$ cat src/rtl/mul_seq32_pkg.sv
// Shared definitions for the sequential multiplier: state encodings and iteration count.
// The hazard unit imports this package to decode the multiplier's busy state.
// Nothing here holds state; it only provides types, constants and one decode helper.
package mul_seq32_pkg;

    localparam int XLEN  = 32;
    localparam int ITERS = 32;
    localparam int CNT_W = 5;

    // Count value of the final shift-add iteration.
    localparam logic [CNT_W-1:0] CNT_LAST = CNT_W'(ITERS - 1);

    typedef enum logic [2:0] {
        ST_IDLE   = 3'd0,
        ST_PREP   = 3'd1,
        ST_CALC   = 3'd2,
        ST_NEG_LO = 3'd3,
        ST_NEG_HI = 3'd4,
        ST_DONE   = 3'd5
    } state_t;

    // The unit is busy, and stalls the pipeline, in every state except IDLE.
    function automatic logic state_busy(input state_t s);
        return (s != ST_IDLE);
    endfunction

endpackage

$ cat src/rtl/mul_seq32_if.sv
// Request/result bundle between the EX stage and the sequential multiplier.
// Pure wiring: no latency of its own.
// start is only honoured while busy is low; results are held until the next done.
interface mul_seq32_if;
    import mul_seq32_pkg::*;

    logic            start;
    logic            sgn;
    logic [XLEN-1:0] a;
    logic [XLEN-1:0] b;
    logic            busy;
    logic            done;
    logic [XLEN-1:0] prod_hi;
    logic [XLEN-1:0] prod_lo;

    modport master (
        output start, sgn, a, b,
        input  busy, done, prod_hi, prod_lo
    );

    modport slave (
        input  start, sgn, a, b,
        output busy, done, prod_hi, prod_lo
    );

endinterface

$ cat src/rtl/adder32.sv
// 32-bit adder built as eight 4-bit carry-lookahead groups with ripple between groups.
// Purely combinational, zero cycles.
// No handshake; the caller muxes operands.
module adder32
    import mul_seq32_pkg::*;
(
    input  logic [XLEN-1:0] i_a,
    input  logic [XLEN-1:0] i_b,
    input  logic            i_cin,
    output logic [XLEN-1:0] o_sum,
    output logic            o_cout
);

    logic [3:0] w_g;
    logic [3:0] w_p;
    logic [4:0] w_c;
    logic       w_carry;

    // Lookahead inside each nibble, carry ripples from nibble to nibble.
    always_comb begin
        w_g     = '0;
        w_p     = '0;
        w_c     = '0;
        o_sum   = '0;
        w_carry = i_cin;
        for (int n = 0; n < XLEN / 4; n++) begin
            w_g    = i_a[n*4 +: 4] & i_b[n*4 +: 4];
            w_p    = i_a[n*4 +: 4] ^ i_b[n*4 +: 4];
            w_c[0] = w_carry;
            w_c[1] = w_g[0] | (w_p[0] & w_c[0]);
            w_c[2] = w_g[1] | (w_p[1] & w_g[0]) | (w_p[1] & w_p[0] & w_c[0]);
            w_c[3] = w_g[2] | (w_p[2] & w_g[1]) | (w_p[2] & w_p[1] & w_g[0])
                   | (w_p[2] & w_p[1] & w_p[0] & w_c[0]);
            w_c[4] = w_g[3] | (w_p[3] & w_g[2]) | (w_p[3] & w_p[2] & w_g[1])
                   | (w_p[3] & w_p[2] & w_p[1] & w_g[0])
                   | (w_p[3] & w_p[2] & w_p[1] & w_p[0] & w_c[0]);
            o_sum[n*4 +: 4] = w_p ^ w_c[3:0];
            w_carry = w_c[4];
        end
        o_cout = w_carry;
    end

endmodule

$ cat src/rtl/mul_seq32.sv
// Sequential 32x32->64 multiplier (signed/unsigned), one shift-add per clock on a shared adder32.
// Latency: done 34 cycles after start capture, 36 when the product needs negation.
// start is ignored while busy (including the done cycle); busy stalls the pipeline.
module mul_seq32
    import mul_seq32_pkg::*;
(
    input  logic       i_clk,
    input  logic       i_rst,
    mul_seq32_if.slave bus
);

    state_t          r_state;
    state_t          w_state_nxt;
    logic [XLEN-1:0] r_mcand;
    logic [XLEN-1:0] r_mplr;
    logic [XLEN-1:0] r_acc;
    logic [CNT_W-1:0] r_cnt;
    logic            r_sgn;
    logic            r_neg;
    logic            r_ncy;
    logic [XLEN-1:0] r_prod_hi;
    logic [XLEN-1:0] r_prod_lo;

    logic [XLEN-1:0] w_add_a;
    logic [XLEN-1:0] w_add_b;
    logic            w_add_cin;
    logic [XLEN-1:0] w_sum;
    logic            w_cout;
    logic            w_neg_a;
    logic            w_neg_b;
    logic [XLEN-1:0] w_shift_acc;
    logic [XLEN-1:0] w_shift_mplr;

    assign w_neg_a = bus.sgn & bus.a[XLEN-1];
    assign w_neg_b = r_sgn & r_mplr[XLEN-1];

    // One shift-add step: {carry, sum, mplr} shifted right by one.
    assign w_shift_acc  = {w_cout, w_sum[XLEN-1:1]};
    assign w_shift_mplr = {w_sum[0], r_mplr[XLEN-1:1]};

    adder32 u_adder (
        .i_a    (w_add_a),
        .i_b    (w_add_b),
        .i_cin  (w_add_cin),
        .o_sum  (w_sum),
        .o_cout (w_cout)
    );

    // State register; reset aborts any operation in flight.
    always_ff @(posedge i_clk or posedge i_rst) begin
        if (i_rst) r_state <= ST_IDLE;
        else       r_state <= w_state_nxt;
    end

    // Next-state decode and the per-state adder operand mux (idle states add 0+0+0).
    always_comb begin
        w_state_nxt = r_state;
        w_add_a     = '0;
        w_add_b     = '0;
        w_add_cin   = 1'b0;
        case (r_state)
            ST_IDLE: begin
                if (bus.start) begin
                    w_add_a     = w_neg_a ? ~bus.a : bus.a;
                    w_add_cin   = w_neg_a;
                    w_state_nxt = ST_PREP;
                end
            end
            ST_PREP: begin
                w_add_a     = w_neg_b ? ~r_mplr : r_mplr;
                w_add_cin   = w_neg_b;
                w_state_nxt = ST_CALC;
            end
            ST_CALC: begin
                w_add_a = r_acc;
                w_add_b = r_mplr[0] ? r_mcand : '0;
                if (r_cnt == CNT_LAST) w_state_nxt = r_neg ? ST_NEG_LO : ST_DONE;
            end
            ST_NEG_LO: begin
                w_add_a     = ~r_mplr;
                w_add_cin   = 1'b1;
                w_state_nxt = ST_NEG_HI;
            end
            ST_NEG_HI: begin
                w_add_a     = ~r_acc;
                w_add_cin   = r_ncy;
                w_state_nxt = ST_DONE;
            end
            ST_DONE:  w_state_nxt = ST_IDLE;
            default:  w_state_nxt = ST_IDLE;
        endcase
    end

    // Working registers: operand capture, magnitude fix-up, shift-add, two-word negate.
    always_ff @(posedge i_clk or posedge i_rst) begin
        if (i_rst) begin
            r_mcand <= '0;
            r_mplr  <= '0;
            r_acc   <= '0;
            r_cnt   <= '0;
            r_sgn   <= 1'b0;
            r_neg   <= 1'b0;
            r_ncy   <= 1'b0;
        end else begin
            case (r_state)
                ST_IDLE: begin
                    if (bus.start) begin
                        r_mcand <= w_sum;
                        r_mplr  <= bus.b;
                        r_sgn   <= bus.sgn;
                        r_neg   <= bus.sgn & (bus.a[XLEN-1] ^ bus.b[XLEN-1]);
                        r_acc   <= '0;
                        r_cnt   <= '0;
                        r_ncy   <= 1'b0;
                    end
                end
                ST_PREP:   r_mplr <= w_sum;
                ST_CALC: begin
                    r_acc  <= w_shift_acc;
                    r_mplr <= w_shift_mplr;
                    r_cnt  <= r_cnt + 5'd1;
                end
                ST_NEG_LO: begin
                    r_mplr <= w_sum;
                    r_ncy  <= w_cout;
                end
                ST_NEG_HI: r_acc <= w_sum;
                default: ;
            endcase
        end
    end

    // Result registers load only on entry to DONE, so partial products never leak out.
    always_ff @(posedge i_clk or posedge i_rst) begin
        if (i_rst) begin
            r_prod_hi <= '0;
            r_prod_lo <= '0;
        end else if (r_state == ST_CALC && w_state_nxt == ST_DONE) begin
            r_prod_hi <= w_shift_acc;
            r_prod_lo <= w_shift_mplr;
        end else if (r_state == ST_NEG_HI) begin
            r_prod_hi <= w_sum;
            r_prod_lo <= r_mplr;
        end
    end

    assign bus.busy    = state_busy(r_state);
    assign bus.done    = (r_state == ST_DONE);
    assign bus.prod_hi = r_prod_hi;
    assign bus.prod_lo = r_prod_lo;

endmodule

$ cat src/flat_wrapper.sv
// flat-port wrapper written by rule: the top's interface ports become plain ports
module mul_seq32_flat import mul_seq32_pkg::*;
  (i_clk, i_rst, bus_start, bus_sgn, bus_a, bus_b, bus_busy, bus_done, bus_prod_hi, bus_prod_lo);
  mul_seq32_if bus_i ();
  input  logic i_clk;
  input  logic i_rst;
  input wire logic [$bits(bus_i.start)-1:0] bus_start;
  input wire logic [$bits(bus_i.sgn)-1:0] bus_sgn;
  input wire logic [$bits(bus_i.a)-1:0] bus_a;
  input wire logic [$bits(bus_i.b)-1:0] bus_b;
  output wire logic [$bits(bus_i.busy)-1:0] bus_busy;
  output wire logic [$bits(bus_i.done)-1:0] bus_done;
  output wire logic [$bits(bus_i.prod_hi)-1:0] bus_prod_hi;
  output wire logic [$bits(bus_i.prod_lo)-1:0] bus_prod_lo;
  assign bus_i.start = bus_start;
  assign bus_i.sgn = bus_sgn;
  assign bus_i.a = bus_a;
  assign bus_i.b = bus_b;
  assign bus_busy = bus_i.busy;
  assign bus_done = bus_i.done;
  assign bus_prod_hi = bus_i.prod_hi;
  assign bus_prod_lo = bus_i.prod_lo;
  mul_seq32 u_core (.i_clk(i_clk), .i_rst(i_rst), .bus(bus_i));
endmodule
$ cat config.mk
export PLATFORM = sky130hd
export DESIGN_NAME = mul_seq32_flat
export DESIGN_NICKNAME = d
export VERILOG_FILES = /design/src/rtl/mul_seq32_pkg.sv /design/src/rtl/mul_seq32_if.sv /design/src/rtl/adder32.sv /design/src/rtl/mul_seq32.sv /design/src/flat_wrapper.sv
export SDC_FILE = /design/constraint.sdc
export NUM_CORES = 1
export LEC_CHECK = 0
export ABC_AREA = 1
export BUFFER_PORTS_ARGS = -buffer_cell sky130_fd_sc_hd__buf_2
export CAP_MARGIN = 10
export CORE_AREA = 2 2 264 136
export CTS_CLUSTER_DIAMETER = 30
export DETAILED_ROUTE_END_ITERATION = 8
export DIE_AREA = 0 0 266 138
export PLACE_DENSITY = 0.56
export SYNTH_ARGS = -nofsm -noshare
export SYNTH_HDL_FRONTEND = slang
export SYNTH_SLANG_ARGS = --single-unit
$ cat constraint.sdc
create_clock -name i_clk -period 6.67 [get_ports i_clk]
set_clock_uncertainty 0.05 [all_clocks]
set_input_delay 1.0005 -clock i_clk [delete_from_list [all_inputs] [get_ports i_clk]]
set_output_delay 1.0005 -clock i_clk [all_outputs]
set_load 0.05 [all_outputs]
==> impl_metrics.yaml <==
status:
  status: "finished, final reports clean"
placed_design:
  portBuffers: 133
  place_area_mm2: 0.0113
  gp_congestion: 0.902
  post-dp-hpwl_um: 27700
grt:
  grt_use_total_pct: 21.6
  antenna_found_initial: 0
  grt_pass1_wl_um: 59600
  grt-ovfl-total: 0
  first_global_vias: 8983
  grt_max_degree: 75
clock_network:
  cts_resized: 0
  cts_tree: "yes"
  clock-sinks: 171
  post-cts-setup-buffers: 0
  path_clk_slew_ns: 0.08
  clk_latency_ns: 0.47
  htreeDepth: 4
  cts_buffers: 17
  ctsHoldBuffers: 0
  max-clock-path-buffers: 2
  cts-root-buf: "clkbuf_16"
power:
  ir_worst_vdd_v: 0.000265
  p_per_area_mw_per_mm2: 584
  fin_total_pwr_w: 0.00695
  leakage_nw: 5.65
job:
  maxCapViolCount: 0
finish:
  area_growth_pct: 17.2
  insertedDiodeCount: 0
  final_area_mm2: 0.0119
  fillCellCount: 3685
  drive_above_1_share_pct: 16.8
  nets: 1458
logic_synthesis:
  synth_xor_area_share_pct: 3.71
  ys_top_cells_by_area: "dfrtp_1 42%, nand2_1 12%, inv_1 4.8%"
  synthSimpleGateAreaFrac_pct: 20.8
  synth_top_family_by_area: "simple AND/OR/NAND/NOR gates"
  ys_seq_area_share_pct: 42.2
  synth_top_area_share_pct: 42.2
  syn_area_mm2: 0.0101
  syn_nets: 1360
  synth.avg_cell_area_um2: 8.11
  synth.distinct_cells: 40
  synth_compound_area_share_pct: 19.7
  synth-seq-cells: 171
  synth_fa_ha_area_share_pct: 5.77
  synth_mux_area_share_pct: 0
  synth_top_area_cell: "dfrtp_1"
  ys_warn_count: 0
  synth_cells: 1250
die:
  start_util_pct: 29.1
  io_pins: 134
  dieWidth_um: 266
  dieArea_mm2: 0.0367
  die_y_um: 138
  rows: 49
  design.core.area_mm2: 0.0348
sta:
  layout_min_cycle_time_ns: 5.10
  whs_ns: 0.436
  rsz0062_at_grt: "no"
  max_freq_ghz: 0.196
  period_share_pct: 76.4
  tns_ns: 0
  maxSlewHeadroom_pct: 20.0
  tightest_slew_ns: 1.20
  report.final.slew_viol_count: 0
  hold_viol: 0
  setup-violations-final: 0
route:
  ant_nets: 0
  routed_wl_um: 39300
  route.detailed.drc: 0
  vias_per_cell: 5.26
  vias: 9578
  firstDrtPassIters: 5
  wl_per_cell_um: 21.6
  drt_iter0_markers: 1204
min_path:
  min-delay-path-class: "flip-flop to flip-flop"
critical_path:
  path_max_fanout: 19
  r2r_slack_ns: 1.57
  crit_type: "flip-flop to flip-flop"
  crit_arrival_ns: 5.44
  end_kind: "flip-flop"
  cp.required_ns: 7.02
  worst_setup_path_start_kind: "flip-flop"
layer usage:
| layer | global-route usage (%) | wire [um] |
|---|---|---|
| met2 | 26.9 | 14600 |
| met5 | 0 | 0 |
| met4 | 3.52 | 340 |
| met1 | 34.5 | 20100 |
| met3 | 8.23 | 4200 |
per-stage QoR:
stage	utilization (%)	worst slack (ns)	std cells
2_1_floorplan	-	0.988	1250
4_1_cts	34.1	1.82	1820
3_3_place_gp	32.4	1.46	1788
5_1_grt	34.1	1.37	1820
3_5_place_dp	32.4	1.41	1788
6_report	34.1	1.57	1820
sequential cells by signal, indices dropped and copies added (netlist names):
register            count
u_core.r_mplr          32
u_core.r_mcand         32
u_core.r_sgn            1
u_core.r_neg            1
u_core.bus.prod_hi     32
u_core.bus.prod_lo     32
u_core.r_state          3
u_core.r_ncy            1
u_core.r_acc           32
u_core.r_cnt            5
area by class of cell:
type | instances | area [um2] | area share, %
Clock inverter | 12 | 139 | 1.17
Tap cell | 459 | 574 | 4.83
Timing Repair Buffer | 153 | 816 | 6.86
Clock buffer | 20 | 457 | 3.84
Sequential cell | 171 | 4280 | 36.0
Multi-Input combinational cell | 869 | 5110 | 43.0
Inverter | 136 | 515 | 4.34
Yosys cell counts (all sizes together):
| cell type | number |
|---|---|
| nor3 | 21 |
| o221ai | 53 |
| a32o | 1 |
| nand2 | 323 |
| o21ai | 71 |
| nand4 | 11 |
| a22o | 2 |
| clkbuf | 64 |
| and2 | 2 |
| a22oi | 10 |
| fa | 8 |
| a211oi | 5 |
| a21oi | 32 |
| ha | 34 |
| o22ai | 8 |
| clkinv | 2 |
| nor2 | 83 |
| nand3 | 46 |
| xor2 | 11 |
| a32oi | 1 |
| o211ai | 62 |
| a221oi | 38 |
| inv | 134 |
| buf | 10 |
| nor4 | 1 |
| dfrtp | 171 |
| o211a | 1 |
| or2 | 11 |
| xnor2 | 32 |
| a21o | 1 |
| nand3b | 1 |
cells by family (layout without fill, tap and decap cells):
group	Yosys count	in the layout
compound gates	285	285
xor+xnor	43	43
flops	171	171
fa+ha+maj	42	42
buf+inv	210	321
simple gates	499	499
power breakdown:
part,internal [W],switching (W)
clock network,0.000574,0.000476
registers,0.00149,0.000380
logic,0.00109,0.00294
worst max-delay path, stage by stage (launching register included):
cell and delay [ns]:
dfrtp_1 0.58, nor2_8 0.16, clkinv_1 0.07, buf_4 0.30, nor2_2 0.11, buf_4 0.23
o21ai_0 0.57, nand4_1 0.27, ha_1 0.27, a21oi_1 0.18, nor2_1 0.07, nor2_1 0.12
nor2_1 0.05, nor2_1 0.11, nand2_2 0.10, nand2_1 0.07, nand2_1 0.08, nand2_1 0.09
nand2_2 0.07, nand2_2 0.09, nand2_4 0.07, nand2_2 0.08, nand2_4 0.08, fa_1 0.66
inv_1 0.10, o221ai_1 0.21, nand2_1 0.07, o21ai_0 0.07
placed cells by master (no fill, tap or decap), drive strengths merged:
master | netlist | routed
clkbuf | 64 | 20
buf | 10 | 153
o211ai | 62 | 62
and2 | 2 | 2
a21oi | 32 | 32
a22o | 2 | 2
a22oi | 10 | 10
o21ai | 71 | 71
a211oi | 5 | 5
o22ai | 8 | 8
bufinv | 0 | 2
dfrtp | 171 | 171
nand3b | 1 | 1
nor4 | 1 | 1
nor2 | 83 | 83
a32oi | 1 | 1
or2 | 11 | 11
a221oi | 38 | 38
nand2 | 323 | 323
nand4 | 11 | 11
xnor2 | 32 | 32
nor3 | 21 | 21
a21o | 1 | 1
xor2 | 11 | 11
inv | 134 | 137
nand3 | 46 | 46
clkinv | 2 | 5
ha | 34 | 34
a32o | 1 | 1
fa | 8 | 8
clkinvlp | 0 | 4
o221ai | 53 | 53
o211a | 1 | 1
final timing paths:
| path | cells past startpoint | endpoint | startpoint |
|---|---|---|---|
| setup / recovery | 27 | u_core.r_mplr[28] | u_core.r_state[2] |
| hold / removal | 2 | u_core.bus.prod_hi[0] | u_core.bus.prod_hi[0] |
| setup reg to reg | 27 | u_core.r_mplr[28] | u_core.r_state[2] |
| hold reg to reg | 2 | u_core.bus.prod_hi[0] | u_core.bus.prod_hi[0] |
| max in group asynchronous | 3 | u_core.r_mplr[19] | i_rst |
| min in group asynchronous | 2 | u_core.r_cnt[0] | i_rst |
Power figures use the tool's default switching activity.
